===== config.mk =====
export PLATFORM = sky130hd
export DESIGN_NAME = camera_capture
export DESIGN_NICKNAME = d
export VERILOG_FILES = /design/src/rtl/camera_capture.sv
export SDC_FILE = /design/constraint.sdc
export NUM_CORES = 1
export LEC_CHECK = 0
export BUFFER_PORTS_ARGS = -buffer_cell sky130_fd_sc_hd__buf_2
export CAP_MARGIN = 20
export CORE_MARGIN = 2
export CORE_UTILIZATION = 55
export DETAILED_ROUTE_END_ITERATION = 16
export PLACE_DENSITY = 0.77
export REMOVE_ABC_BUFFERS = 1
export SYNTH_ARGS = -nofsm -noshare
export SYNTH_HDL_FRONTEND = slang
export SYNTH_SLANG_ARGS = --single-unit

===== constraint.sdc =====
create_clock -name clk_25 -period 2.45 [get_ports clk_25]
set_clock_uncertainty 0.05 [all_clocks]
set_input_delay 0.245 -clock clk_25 [delete_from_list [all_inputs] [get_ports clk_25]]
set_output_delay 0.245 -clock clk_25 [all_outputs]
set_load 0.05 [all_outputs]

===== src/rtl/camera_capture.sv =====
// rtl/camera_capture.sv - camera byte-stream capture: sync, pixel pairing, luma quantisation, framing checks
module camera_capture #(
    parameter int OUT_W    = 3,
    parameter int H_ACTIVE = 640,
    parameter int V_ACTIVE = 480,
    parameter int X_W      = 10,
    parameter int Y_W      = 9,
    parameter int MODE     = 0
) (
    input  logic             clk_25,
    input  logic             reset,
    input  logic             capture_en,
    input  logic             err_clr,
    input  logic [7:0]       data_in,
    input  logic             h_ref,
    input  logic             v_sync,
    output logic             pix_valid,
    output logic [OUT_W-1:0] pix_data,
    output logic [X_W-1:0]   pix_x,
    output logic [Y_W-1:0]   pix_y,
    output logic             line_done,
    output logic             frame_start,
    output logic             frame_end,
    output logic             busy,
    output logic             err_short,
    output logic             err_long
);

    localparam logic [1:0] S_WAIT  = 2'd0;
    localparam logic [1:0] S_FRAME = 2'd1;
    localparam logic [1:0] S_LINE  = 2'd2;

    // Counters are one bit wider than the ports so they can hold H_ACTIVE / V_ACTIVE themselves.
    localparam logic [X_W:0] H_LIM = (X_W+1)'(H_ACTIVE);
    localparam logic [Y_W:0] V_LIM = (Y_W+1)'(V_ACTIVE);
    localparam logic [X_W:0] X_ONE = (X_W+1)'(1);
    localparam logic [Y_W:0] Y_ONE = (Y_W+1)'(1);

    logic [7:0] s1_data_q, data_q;
    logic       s1_hr_q, hr_q, hr_prev_q;
    logic       s1_vs_q, vs_q, vs_prev_q;

    always_ff @(posedge clk_25) begin
        if (reset) begin
            s1_data_q <= '0;
            s1_hr_q   <= 1'b0;
            s1_vs_q   <= 1'b0;
            data_q    <= '0;
            hr_q      <= 1'b0;
            vs_q      <= 1'b0;
            hr_prev_q <= 1'b0;
            vs_prev_q <= 1'b0;
        end else begin
            s1_data_q <= data_in;
            s1_hr_q   <= h_ref;
            s1_vs_q   <= v_sync;
            data_q    <= s1_data_q;
            hr_q      <= s1_hr_q;
            vs_q      <= s1_vs_q;
            hr_prev_q <= hr_q;
            vs_prev_q <= vs_q;
        end
    end

    logic hr_rise, hr_fall, vs_rise, vs_fall;
    assign hr_rise = hr_q & ~hr_prev_q;
    assign hr_fall = ~hr_q & hr_prev_q;
    assign vs_rise = vs_q & ~vs_prev_q;
    assign vs_fall = ~vs_q & vs_prev_q;

    logic [1:0]       state_q, state_d;
    logic             phase_q, phase_d;
    logic [7:0]       b0_q, b0_d;
    logic [X_W:0]     x_q, x_d;
    logic [Y_W:0]     y_q, y_d;
    logic             pend_valid_q, pend_valid_d;
    logic [OUT_W-1:0] pend_data_q, pend_data_d;
    logic [X_W-1:0]   pend_x_q, pend_x_d;
    logic [Y_W-1:0]   pend_y_q, pend_y_d;
    logic             line_done_q, line_done_d;
    logic             frame_start_q, frame_start_d;
    logic             frame_end_q, frame_end_d;
    logic             err_short_q, err_short_d;
    logic             err_long_q, err_long_d;
    logic             pix_valid_q;
    logic [OUT_W-1:0] pix_data_q;
    logic [X_W-1:0]   pix_x_q;
    logic [Y_W-1:0]   pix_y_q;

    logic [5:0] green;
    logic [7:0] luma;
    logic       set_short, set_long;

    assign green = {b0_q[2:0], data_q[7:5]};
    assign luma  = (MODE == 1) ? {green, 2'b00} : b0_q;

    always_comb begin
        state_d       = state_q;
        phase_d       = phase_q;
        b0_d          = b0_q;
        x_d           = x_q;
        y_d           = y_q;
        pend_valid_d  = 1'b0;
        pend_data_d   = OUT_W'(luma >> (8 - OUT_W));
        pend_x_d      = x_q[X_W-1:0];
        pend_y_d      = y_q[Y_W-1:0];
        line_done_d   = 1'b0;
        frame_start_d = 1'b0;
        frame_end_d   = 1'b0;
        set_short     = 1'b0;
        set_long      = 1'b0;
        case (state_q)
            S_WAIT: begin
                if (vs_fall && capture_en) begin
                    state_d       = S_FRAME;
                    frame_start_d = 1'b1;
                    y_d           = '0;
                end
            end
            S_FRAME: begin
                if (vs_rise) begin
                    state_d     = S_WAIT;
                    frame_end_d = 1'b1;
                    x_d         = '0;
                    y_d         = '0;
                    phase_d     = 1'b0;
                end else if (hr_rise) begin
                    // The first byte of the line arrives together with the rising edge.
                    state_d = S_LINE;
                    x_d     = '0;
                    b0_d    = data_q;
                    phase_d = 1'b1;
                end
            end
            S_LINE: begin
                if (vs_rise) begin
                    state_d     = S_WAIT;
                    frame_end_d = 1'b1;
                    x_d         = '0;
                    y_d         = '0;
                    phase_d     = 1'b0;
                end else if (hr_fall) begin
                    state_d = S_FRAME;
                    phase_d = 1'b0;
                    x_d     = '0;
                    set_short = (x_q < H_LIM);
                    if (y_q < V_LIM) begin
                        line_done_d = 1'b1;
                        y_d         = y_q + Y_ONE;
                    end else begin
                        set_long = 1'b1;
                    end
                end else if (hr_q) begin
                    if (!phase_q) begin
                        b0_d    = data_q;
                        phase_d = 1'b1;
                    end else begin
                        phase_d = 1'b0;
                        // x counts formed pixels, saturating at H_ACTIVE, even on a dropped line.
                        if (x_q < H_LIM) begin
                            x_d          = x_q + X_ONE;
                            pend_valid_d = (y_q < V_LIM);
                        end else begin
                            set_long = 1'b1;
                        end
                    end
                end
            end
            default: state_d = S_WAIT;
        endcase
        err_short_d = (err_short_q & ~err_clr) | set_short;
        err_long_d  = (err_long_q & ~err_clr) | set_long;
    end

    always_ff @(posedge clk_25) begin
        if (reset) begin
            state_q       <= S_WAIT;
            phase_q       <= 1'b0;
            b0_q          <= '0;
            x_q           <= '0;
            y_q           <= '0;
            pend_valid_q  <= 1'b0;
            pend_data_q   <= '0;
            pend_x_q      <= '0;
            pend_y_q      <= '0;
            line_done_q   <= 1'b0;
            frame_start_q <= 1'b0;
            frame_end_q   <= 1'b0;
            err_short_q   <= 1'b0;
            err_long_q    <= 1'b0;
            pix_valid_q   <= 1'b0;
            pix_data_q    <= '0;
            pix_x_q       <= '0;
            pix_y_q       <= '0;
        end else begin
            state_q       <= state_d;
            phase_q       <= phase_d;
            b0_q          <= b0_d;
            x_q           <= x_d;
            y_q           <= y_d;
            pend_valid_q  <= pend_valid_d;
            pend_data_q   <= pend_data_d;
            pend_x_q      <= pend_x_d;
            pend_y_q      <= pend_y_d;
            line_done_q   <= line_done_d;
            frame_start_q <= frame_start_d;
            frame_end_q   <= frame_end_d;
            err_short_q   <= err_short_d;
            err_long_q    <= err_long_d;
            pix_valid_q   <= pend_valid_q;
            pix_data_q    <= pend_data_q;
            pix_x_q       <= pend_x_q;
            pix_y_q       <= pend_y_q;
        end
    end

    assign pix_valid   = pix_valid_q;
    assign pix_data    = pix_data_q;
    assign pix_x       = pix_x_q;
    assign pix_y       = pix_y_q;
    assign line_done   = line_done_q;
    assign frame_start = frame_start_q;
    assign frame_end   = frame_end_q;
    assign busy        = (state_q == S_FRAME) || (state_q == S_LINE);
    assign err_short   = err_short_q;
    assign err_long    = err_long_q;

endmodule

==> impl_results.md <==
* Final HPWL DP at 3570 um
* Layout area overhead at 13.6%
* PostCTS Resize Cnt at 0
* Min-Delay Path Class: input port to register
* Die X-Extent at 80.6 um
* Reg2Reg Capture Point: y_q[5]
* Endpoint type of the worst setup path: register
* Sinks on Clock Net at 90
* CTS max path bufs at 2
* Mapped Area at 3230 um^2
* R2R cell count at 7
* Slew Viols, Final at 0
* Finished Core Util at 65.9%
* F_max at 468 MHz
* Final setup TNS at 0 ps
* Unrepaired setup endpoints after global routing: no
* Die footprint at around 6500 um^2
* Crit path DAT at approximately 2400 ps
* Buf+Inv Stages, Crit Path at 2
* Initial antenna violation count at 0
* Crit-path max FO at 10
* Area of the multi-input gates at roughly 1400 um^2
* Setup violators final at 0
* DR WL/cell at between 10 and 15 um
* GRT Overall Usage at a little under a fifth
* Number of remaining DRC errors at 0
* Vias/cell at 5.32
* Normalized max-slew margin at about half
* Avg Inst Size Synth at around 9.9 um^2
* Final GP Congestion at 0.850
* Number of global-route vias before repair at 2020
* Fin. Hold Viols at 0
* Post-synthesis sequential area ratio at between 50% and 60%
* Post-Layout Cell Count at 442
* Core Footprint at roughly 5600 um^2
* CTS tree: built
* Post-synthesis cell count at 327
* Slowest stage delay, CP at around 460 ps
* Final worst slack at 315 ps
* Count of input and output buffers at 37
* Net count, final at 385
* Die height at 80.6 um
* Pre-antenna DRT Iters at 4
* Placed Cells at approximately 420
* Leak at approximately 0.0015 uW
* Worst-Margin Slew at 758 ps
* CP startpoint kind: register
* EDFF count, synth at 0
* Kind of critical path: register to register
* Post-DRT Antenna Nets at 0
* CTS clk-pin slew, worst paths at 80 ps
* H-Tree Depth at 3
* Largest delay share family, worst path: simple AND/OR/NAND/NOR gates
* Fin crit share at between 80 and 90%
* ANT cells at 0
* FF-to-FF setup slack at 310 ps
* Hold EP: s1_vs_q
* Ys flop type: dfxtp_1
* Global route overflow at 0
* First-pass GRT wire length at 9070 um
* R2r startpoint: state_q[1]
* Setup bufs post-CTS at 0
* DP Worst Slack at a little over 200 ps
* Distinct cells, synth at between 40 and 50
* Outcome: complete, no violations
* Largest net degree at the start of global routing at 82
* Starting Density at 58.0%
* DR iter-0 viols at between 150 and 200
* Seq cells post-synth at 90
* CP max-delay cell: or4_1
* Minimum clock period at 2140 ps
* CP Data Required Time at between 2000 and 3000 ps
* Max Cap Viol at 0
* Ys async rst share at 0%
* Power per cell area at around 830 nW/um^2
* CP Cell Sequence: inv_1 > ha_1 > nor4bb_2 > o211ai_1 > buf_4 > or4_1 > nand2_1
* Filler Cells Inserted at approximately 470
* Hold Startpoint: v_sync
* Post-CTS Hold Buffers at 0
* Row count at 27
* Hold Path Stages at 2
* FF+latch area at 1800 um^2
* TritonCTS Buffers at 9
* IO Count at 43
* Ys Warns at 0
* Layout cells sized above 1 at roughly 16%
* Worst vdd ir at ~770 uV
* Final wirelength at 5430 um
* Worst skew pair latency at 340 ps
* CTS root buffer: clkbuf_8
* Routed via count at 2352
-- through the flow --
stage	hold slack, ps	instance area [um^2]	power [uW]
2_1_floorplan	264	3170	1930
3_3_place_gp	367	3460	2060
3_5_place_dp	370	3460	2070
4_1_cts	45.0	3660	3050
5_1_grt	48.0	3670	3190
6_report	55.4	3670	3050
-- power breakdown --
group / leakage, uW / internal, uW / total (uW) / switching (uW)
Clock: 0.000101 / 501 / 979 / 479
Sequential: 0.000727 / 1500 / 1520 / 27.3
Combinational: 0.000671 / 181 / 543 / 363
Total: 0.00150 / 2180 / 3050 / 869
-- cell usage after synthesis, drive strengths merged (2+ instances only) --
master	number	share of area, %
and3	4	0.77
nand2	18	2.1
nor3b	2	0.46
a41oi	6	1.6
o21ai	17	2.6
nor2b	60	12
a31oi	3	0.58
o22ai	2	0.39
inv	5	0.58
buf	4	0.66
nor4	2	0.39
nor3	2	0.31
or3	6	1.2
ha	6	2.3
a21oi	19	3.1
dfxtp	90	56
clkbuf	10	1.2
o21a	2	0.46
nor2	18	2.2
o211ai	4	1.2
mux2i	4	1.2
nand3	11	1.7
nand4	7	1.4
nand2b	6	1.2
or4	5	1.2
-- cell families (layout without fill, tap and decap cells) --
group	Yosys count	in the layout	share of synthesized area, %
xor gates and xnor gates	1	1	0.271
AOI/OAI and AO/OA	60	60	11.9
DFF	90	90	55.8
adders and majority gates	6	6	2.32
muxes	4	4	1.24
and+or+nand+nor	147	147	26.1
buffers and inverters	19	62	2.40
-- final cells by class --
cell class / count / share of cell area (%)
clock inverters: 4 / 1.33
flip-flops and latches: 90 / 49.1
inverters: 5 / 0.511
repair buffers: 41 / 5.86
well taps: 72 / 2.45
clock buffers: 12 / 3.95
multi-input cells: 218 / 36.8
-- worst max path at each step --
| stage | startpoint | end | slack (ps) | depth (start not counted) |
|---|---|---|---|---|
| 2_1_floorplan | state_q[0] | x_q[3] | 370 | 5 |
| 3_3_place_gp | state_q[1] | y_q[5] | 250 | 6 |
| 3_5_place_dp | state_q[1] | y_q[5] | 200 | 6 |
| 4_1_cts | state_q[1] | y_q[5] | 170 | 6 |
| 5_1_grt | state_q[1] | y_q[3] | 150 | 7 |
| 6_report | state_q[1] | y_q[5] | 310 | 7 |
-- routing by layer --
layer	global-route usage [%]	up-vias	share of wire (%)
met3	4.04	11	4.8
met1	23.9	1067	48
met5	0	-	0
met2	27.8	58	45
li1	-	1216	-
met4	9.66	0	2.2
-- placed cells by master (no fill, tap or decap), types with 2 or more instances in the layout --
cell type / instances
buf_4: 4
nor3_1: 2
nand2b_1: 5
buf_2: 37
clkbuf_1: 2
o21ai_0: 16
o211ai_1: 2
a21oi_1: 18
a41oi_1: 6
nor4_1: 2
nor2_1: 17
a31oi_1: 3
clkinv_2: 2
nand3_1: 11
inv_1: 5
or3_1: 6
ha_1: 6
dfxtp_1: 90
or4_1: 5
nand2_1: 18
mux2i_1: 4
nor3b_1: 2
o21a_1: 2
and3_1: 4
nand4_1: 7
o211ai_2: 2
nor2b_1: 60
o22ai_1: 2
clkbuf_8: 10
-- flip-flops by register name (all words and copies together) (netlist names), 2 cells and up --
register / count
y_q: 10
s1_data_q: 3
pend_y_q: 9
pend_x_q: 10
pix_data: 3
x_q: 11
pend_data_q: 3
pix_x: 10
b0_q: 3
pix_y: 9
state_q: 2
data_q: 3
Power figures use the tool's default switching activity.
